--- src/rtl/mem_port_arbiter.sv ---
// rtl/mem_port_arbiter.sv - single-port memory arbiter between CPU and display engine
//
// Purpose: owns the memory en/we/addr/wdata pins and runs one access at a
// time through a fixed IDLE -> ISSUE -> CAPTURE -> ACK sequence. The CPU has
// priority, but a wait counter lets a starved display request win once it has
// been pending for VID_MAX_WAIT cycles.
//
// Ports:
//   clk, reset                   clock (rising edge), async active-low reset
//   cpu_req/we/addr/wdata        CPU request, held stable until cpu_ack
//   cpu_ack, cpu_rdata           one-cycle completion pulse, read data (held)
//   vid_req/addr                 display read request, held until vid_ack
//   vid_ack, vid_rdata           one-cycle completion pulse, read data
//   mem_en/we/addr/wdata         memory control, driven only during ISSUE
//   mem_rdata                    memory read data, valid the cycle after ISSUE
//   owner                        0=none, 1=CPU, 2=display
module mem_port_arbiter #(
  parameter int ADDR_W       = 16,
  parameter int DATA_W       = 16,
  parameter int VID_MAX_WAIT = 4
) (
  input  logic              clk,
  input  logic              reset,
  input  logic              cpu_req,
  input  logic              cpu_we,
  input  logic [ADDR_W-1:0] cpu_addr,
  input  logic [DATA_W-1:0] cpu_wdata,
  output logic              cpu_ack,
  output logic [DATA_W-1:0] cpu_rdata,
  input  logic              vid_req,
  input  logic [ADDR_W-1:0] vid_addr,
  output logic              vid_ack,
  output logic [DATA_W-1:0] vid_rdata,
  output logic              mem_en,
  output logic              mem_we,
  output logic [ADDR_W-1:0] mem_addr,
  output logic [DATA_W-1:0] mem_wdata,
  input  logic [DATA_W-1:0] mem_rdata,
  output logic [1:0]        owner
);

  localparam int WAIT_W = $clog2(VID_MAX_WAIT + 1);
  localparam logic [WAIT_W-1:0] WAIT_MAX = WAIT_W'(VID_MAX_WAIT);

  localparam logic [1:0] OWN_NONE = 2'd0;
  localparam logic [1:0] OWN_CPU  = 2'd1;
  localparam logic [1:0] OWN_VID  = 2'd2;

  typedef enum logic [1:0] {
    S_IDLE    = 2'd0,
    S_ISSUE   = 2'd1,
    S_CAPTURE = 2'd2,
    S_ACK     = 2'd3
  } state_t;

  state_t            state_q;
  state_t            state_d;
  logic [WAIT_W-1:0] wait_cnt;
  logic [ADDR_W-1:0] lat_addr;
  logic [DATA_W-1:0] lat_wdata;
  logic              lat_we;

  logic vid_urgent;
  logic grant_cpu;
  logic grant_vid;

  // A display request that has waited long enough overrides the CPU;
  // otherwise the CPU wins any tie.
  assign vid_urgent = vid_req && (wait_cnt >= WAIT_MAX);
  assign grant_vid  = (state_q == S_IDLE) && (vid_urgent || (vid_req && !cpu_req));
  assign grant_cpu  = (state_q == S_IDLE) && cpu_req && !vid_urgent;

  assign mem_addr  = lat_addr;
  assign mem_wdata = lat_wdata;

  always_ff @(posedge clk or negedge reset) begin
    if (!reset) begin
      state_q <= S_IDLE;
    end else begin
      state_q <= state_d;
    end
  end

  always_comb begin
    state_d = state_q;
    mem_en  = 1'b0;
    mem_we  = 1'b0;
    cpu_ack = 1'b0;
    vid_ack = 1'b0;
    case (state_q)
      S_IDLE: begin
        if (grant_cpu || grant_vid) begin
          state_d = S_ISSUE;
        end
      end
      S_ISSUE: begin
        mem_en  = 1'b1;
        // The display port can never write: lat_we is only set on a CPU grant.
        mem_we  = (owner == OWN_CPU) && lat_we;
        state_d = S_CAPTURE;
      end
      S_CAPTURE: begin
        state_d = S_ACK;
      end
      S_ACK: begin
        cpu_ack = (owner == OWN_CPU);
        vid_ack = (owner == OWN_VID);
        state_d = S_IDLE;
      end
      default: begin
        state_d = S_IDLE;
      end
    endcase
  end

  always_ff @(posedge clk or negedge reset) begin
    if (!reset) begin
      owner     <= OWN_NONE;
      lat_addr  <= '0;
      lat_wdata <= '0;
      lat_we    <= 1'b0;
      cpu_rdata <= '0;
      vid_rdata <= '0;
    end else begin
      case (state_q)
        S_IDLE: begin
          if (grant_vid) begin
            owner    <= OWN_VID;
            lat_addr <= vid_addr;
            lat_we   <= 1'b0;
          end else if (grant_cpu) begin
            owner     <= OWN_CPU;
            lat_addr  <= cpu_addr;
            lat_wdata <= cpu_wdata;
            lat_we    <= cpu_we;
          end
        end
        S_CAPTURE: begin
          if (owner == OWN_CPU && !lat_we) begin
            cpu_rdata <= mem_rdata;
          end else if (owner == OWN_VID) begin
            vid_rdata <= mem_rdata;
          end
        end
        S_ACK: begin
          owner <= OWN_NONE;
        end
        default: begin
        end
      endcase
    end
  end

  // Counts cycles a display request spends pending while the port belongs to
  // someone else (or to nobody but the CPU won), so display latency is bounded.
  always_ff @(posedge clk or negedge reset) begin
    if (!reset) begin
      wait_cnt <= '0;
    end else if (grant_vid) begin
      wait_cnt <= '0;
    end else if (state_q == S_IDLE && !vid_req) begin
      wait_cnt <= '0;
    end else if (vid_req && owner != OWN_VID && wait_cnt < WAIT_MAX) begin
      wait_cnt <= wait_cnt + 1'b1;
    end
  end

endmodule
--- config.mk ---
export PLATFORM = sky130hd
export DESIGN_NAME = mem_port_arbiter
export DESIGN_NICKNAME = d
export VERILOG_FILES = /design/src/rtl/mem_port_arbiter.sv
export SDC_FILE = /design/constraint.sdc
export NUM_CORES = 1
export LEC_CHECK = 0
export ABC_CLOCK_PERIOD_IN_PS = 1700
export CORE_ASPECT_RATIO = 1.2
export CORE_UTILIZATION = 39
export CTS_CLUSTER_SIZE = 25
export DETAILED_ROUTE_END_ITERATION = 8
export PLACE_DENSITY = 0.77
export REMOVE_ABC_BUFFERS = 1
export SLEW_MARGIN = 10
export SYNTH_ARGS = -nofsm -noshare
export SYNTH_HDL_FRONTEND = slang
export SYNTH_SLANG_ARGS = --single-unit
--- constraint.sdc ---
create_clock -name clk -period 1.7 [get_ports clk]
set_input_delay 0.34 -clock clk [delete_from_list [all_inputs] [get_ports clk]]
set_output_delay 0.34 -clock clk [all_outputs]
set_load 0.01 [all_outputs]
==> flow_summary_export.csv <==
group,metric,value,unit
die,die_w,86.3,um
timing,fin_ws,-0.0103,ns
clock_network,clk_latency,0.34,ns
power_and_ir_drop,seqPwrFrac,32.8,%
timing,finClkSkew,0.00549,ns
yosys,synthAdderAreaFrac,2.26,%
power_and_ir_drop,power.leakage,2.26,nW
timing,slew_headroom,74.8,%
drt,dr.max_layer_used,"met4",
timing,max_freq,0.585,GHz
power_and_ir_drop,p_int,6.58,mW
yosys,synth-simple-area-share,10.0,%
final_layout,final_area,5400,sq um
grt,grt_pass1_vias,2941,
outcome,status,"finished, violations left",
drt,met3_length,849,um
die,start_util,40.6,%
grt,grt_usage,20.9,%
clock_network,clk_pin_slew,0.07,ns
clock_network,clockBufferDepth,2,
power_and_ir_drop,p_comb_share,51.7,%
final_layout,layout_common_cells,"131 x clkdlybuf4s50_1, 69 x dfrtp_1, 40 x mux2_2",
drt,drc_errors,0,
grt,grt_pass1_wl,14200,um
yosys,ys_dominant_reg_cell,"dfrtp_1",
placed_design,placed_area,5060,sq um
drt,drt_wl_total,9100,um
placed_design,gp_congestion,0.723,
worst_setup_path,cp.arrival,1.94,ns
outcome,violations,"negative setup slack",
grt,grt_max_degree,46,
die,io_pins,139,
worst_setup_path,start_kind,"flop",
worst_setup_path,r2r_end,"cpu_rdata[13]",
power_and_ir_drop,p_sw_share,32.2,%
final_layout,drive_gt1_share,30.7,%
worst_setup_path,worstPathRequired,1.93,ns
clock_network,cts_made_buffers,9,
yosys,yosys_warnings,0,
drt,viasPerCell,5.06,
drt,ant_nets,0,
timing,tightest_slew,0.377,ns
min_path,min_path_type,"in2async",
die,core-area,8200,sq um
power_and_ir_drop,vdd_drop_max,0.888,mV
yosys,synth_edf_count,0,
timing,hold_violations,0,
die,dieArea,8900,sq um
drt,avgRoutedWirePerCell,16.3,um
timing,rsz0062_at_grt,"yes",
final_layout,areaGrowthSynthToFinish,62.6,%
final_layout,antenna_cells,0,
clock_network,cts_sinks,72,
power_and_ir_drop,pwr-share-clk,15.6,%
drt,drt_iter0_markers,89,
clock_network,clockRootBuffer,"clkbuf_8",
yosys,ys_seq_area_share,54.2,%
drt,firstDrtPassIters,4,
drt,route.met2.wl,4400,um
final_layout,layout.nets,517,
yosys,synthesis.area,3320,sq um
timing,min_period_over_period,101,%
die,dieHeight,103,um
yosys,yosysUniqueCellTypes,33,
yosys,synth_seq_cells,72,
drt,wl_met1,3690,um
yosys,postSynthCellCount,277,
worst_setup_path,end_kind,"flop",
worst_setup_path,cp_max_fo,8,
timing,period_needed,1.71,ns
worst_setup_path,path_class,"reg2reg",
worst_setup_path,ff2ff_path_depth,6,
grt,antenna_found_initial,0,
die,rows,36,
yosys,async_reset_ff_share,100,%
power_and_ir_drop,power_switching,3.13,mW
placed_design,hpwl,6450,um
yosys,muxShareOfSynthArea,16.9,%
yosys,synth-compound-area-share,13.2,%
timing,setup_viol,8,
power_and_ir_drop,total_power,9.71,mW
yosys,syn_avg_cell_area,12.0,sq um
worst_setup_path,r2r_slack,-0.01,ns
yosys,synth_top_family_by_area,"multiplexers",
clock_network,cts_tree,"built",
final_layout,fillers,634,
power_and_ir_drop,p_per_area,1800,nW/um^2
clock_network,h-tree-depth,3,
drt,vias,2835,
yosys,synth_xor_area_share,0,%
timing,drv_slew,0,
run,cap_viol_max_count,0,
placed_design,place_ws,-0.117,ns
final_layout,layout_commonest_cell,"clkdlybuf4s50_1",
placed_design,port_buffers,138,
grt,overflow,0,
worst_setup_path,reg2reg_from,"state_q[0]",
[power groups by stage]
stage | Clock [mW] | Sequential [mW] | Combinational, mW
final | 1.51 | 3.18 | 5.02
after global routing | 1.64 | 3.29 | 5.39
after CTS | 1.56 | 3.15 | 5.02
after detailed placement | 0 | 3.17 | 4.90
after global placement | 0 | 3.11 | 4.77
after floorplan | 0 | 3.47 | 1.84
[repair_timing]
action / 4_1_cts / 5_1_grt
gates resized for setup: 31 / 20
cloned: 0 / 1
pin swaps: 2 / 1
endpoints found under the setup margin: 35 / 48
endpoints found under the hold margin: 27 / 0
setup buffers: 3 / 3
hold buffers: 1 / 0
[metrics by stage]
| stage | utilization (%) | hold WS, ns | TNS (ns) | std cells |
|---|---|---|---|---|
| 4_1_cts | 65.1 | 0.450 | -0.273 | 559 |
| 6_report | 65.9 | 0.450 | -0.0232 | 560 |
| 3_5_place_dp | 61.8 | 0.286 | -3.68 | 540 |
| 2_1_floorplan | - | 0.0444 | -37.23 | 258 |
| 5_1_grt | 65.9 | 0.466 | -0.970 | 560 |
| 3_3_place_gp | 61.8 | 0.288 | -2.00 | 540 |
[cell type report]
cell class              count  area [sq um]  share of cell area, %
multi-input cells         182          1490                   27.6
flip-flops and latches     72          1810                   33.4
repair buffers            173          1730                   32.0
clock buffers              12           155                   2.87
clock inverters             3          65.1                   1.20
inverters                   4          15.0                  0.278
well taps                 114           143                   2.64
[cells by family (layout without fill, tap and decap cells)]
| logic type | Yosys count | after routing |
|---|---|---|
| adder cells (fa/ha/maj) | 6 | 6 |
| AO/OA/AOI/OAI | 62 | 62 |
| multiplexers | 50 | 50 |
| flip-flops | 72 | 72 |
| buffers and inverters | 23 | 192 |
| AND/OR/NAND/NOR | 64 | 64 |
[worst max-delay path by stage]
| stage | start | to | cells after the start |
|---|---|---|---|
| 2_1_floorplan | state_q[0] | cpu_rdata[0] | 4 |
| 3_3_place_gp | cpu_req | state_q[1] | 4 |
| 3_5_place_dp | cpu_req | state_q[1] | 4 |
| 4_1_cts | state_q[0] | cpu_rdata[10] | 5 |
| 5_1_grt | state_q[0] | cpu_rdata[7] | 6 |
| 6_report | state_q[0] | cpu_rdata[13] | 6 |
[worst max-delay path, cell delays in order, from the launching register on]
cell	delay, ns
dfrtp_2	0.46
inv_2	0.10
ha_2	0.18
nor4bb_4	0.19
buf_4	0.18
clkbuf_16	0.16
mux2_2	0.33
[synthesized netlist by cell type, types with 2 or more instances]
cell / number / area [sq um]
a21oi_1: 31 / 155
clkbuf_1: 8 / 30.0
ha_1: 6 / 75.1
buf_4: 3 / 22.5
mux2_2: 40 / 450
nor2_1: 29 / 109
o32a_1: 2 / 20.0
mux2_1: 9 / 101
buf_2: 7 / 35.0
o221a_2: 16 / 180
nand2b_1: 3 / 18.8
nand2_2: 2 / 12.5
dfrtp_1: 72 / 1800
o21ai_0: 6 / 30.0
nor2b_1: 16 / 100
inv_1: 4 / 15.0
nor3b_1: 3 / 22.5
o22a_1: 2 / 17.5
a31oi_1: 2 / 12.5
nand2_1: 3 / 11.3
[flip-flops by register name, summed over array words and instances (netlist names)]
signal,flops
lat_we,1
wait_cnt,3
vid_rdata,16
cpu_rdata,16
state_q,2
mem_wdata,16
owner,2
mem_addr,16
[metal layers]
metal,GRT usage [%],up-vias
li1,-,1320
met1,23.8,1371
met2,35.7,133
met3,8.33,11
met4,7.69,0
met5,0,-
No activity file was read; power rests on OpenSTA's default activity.
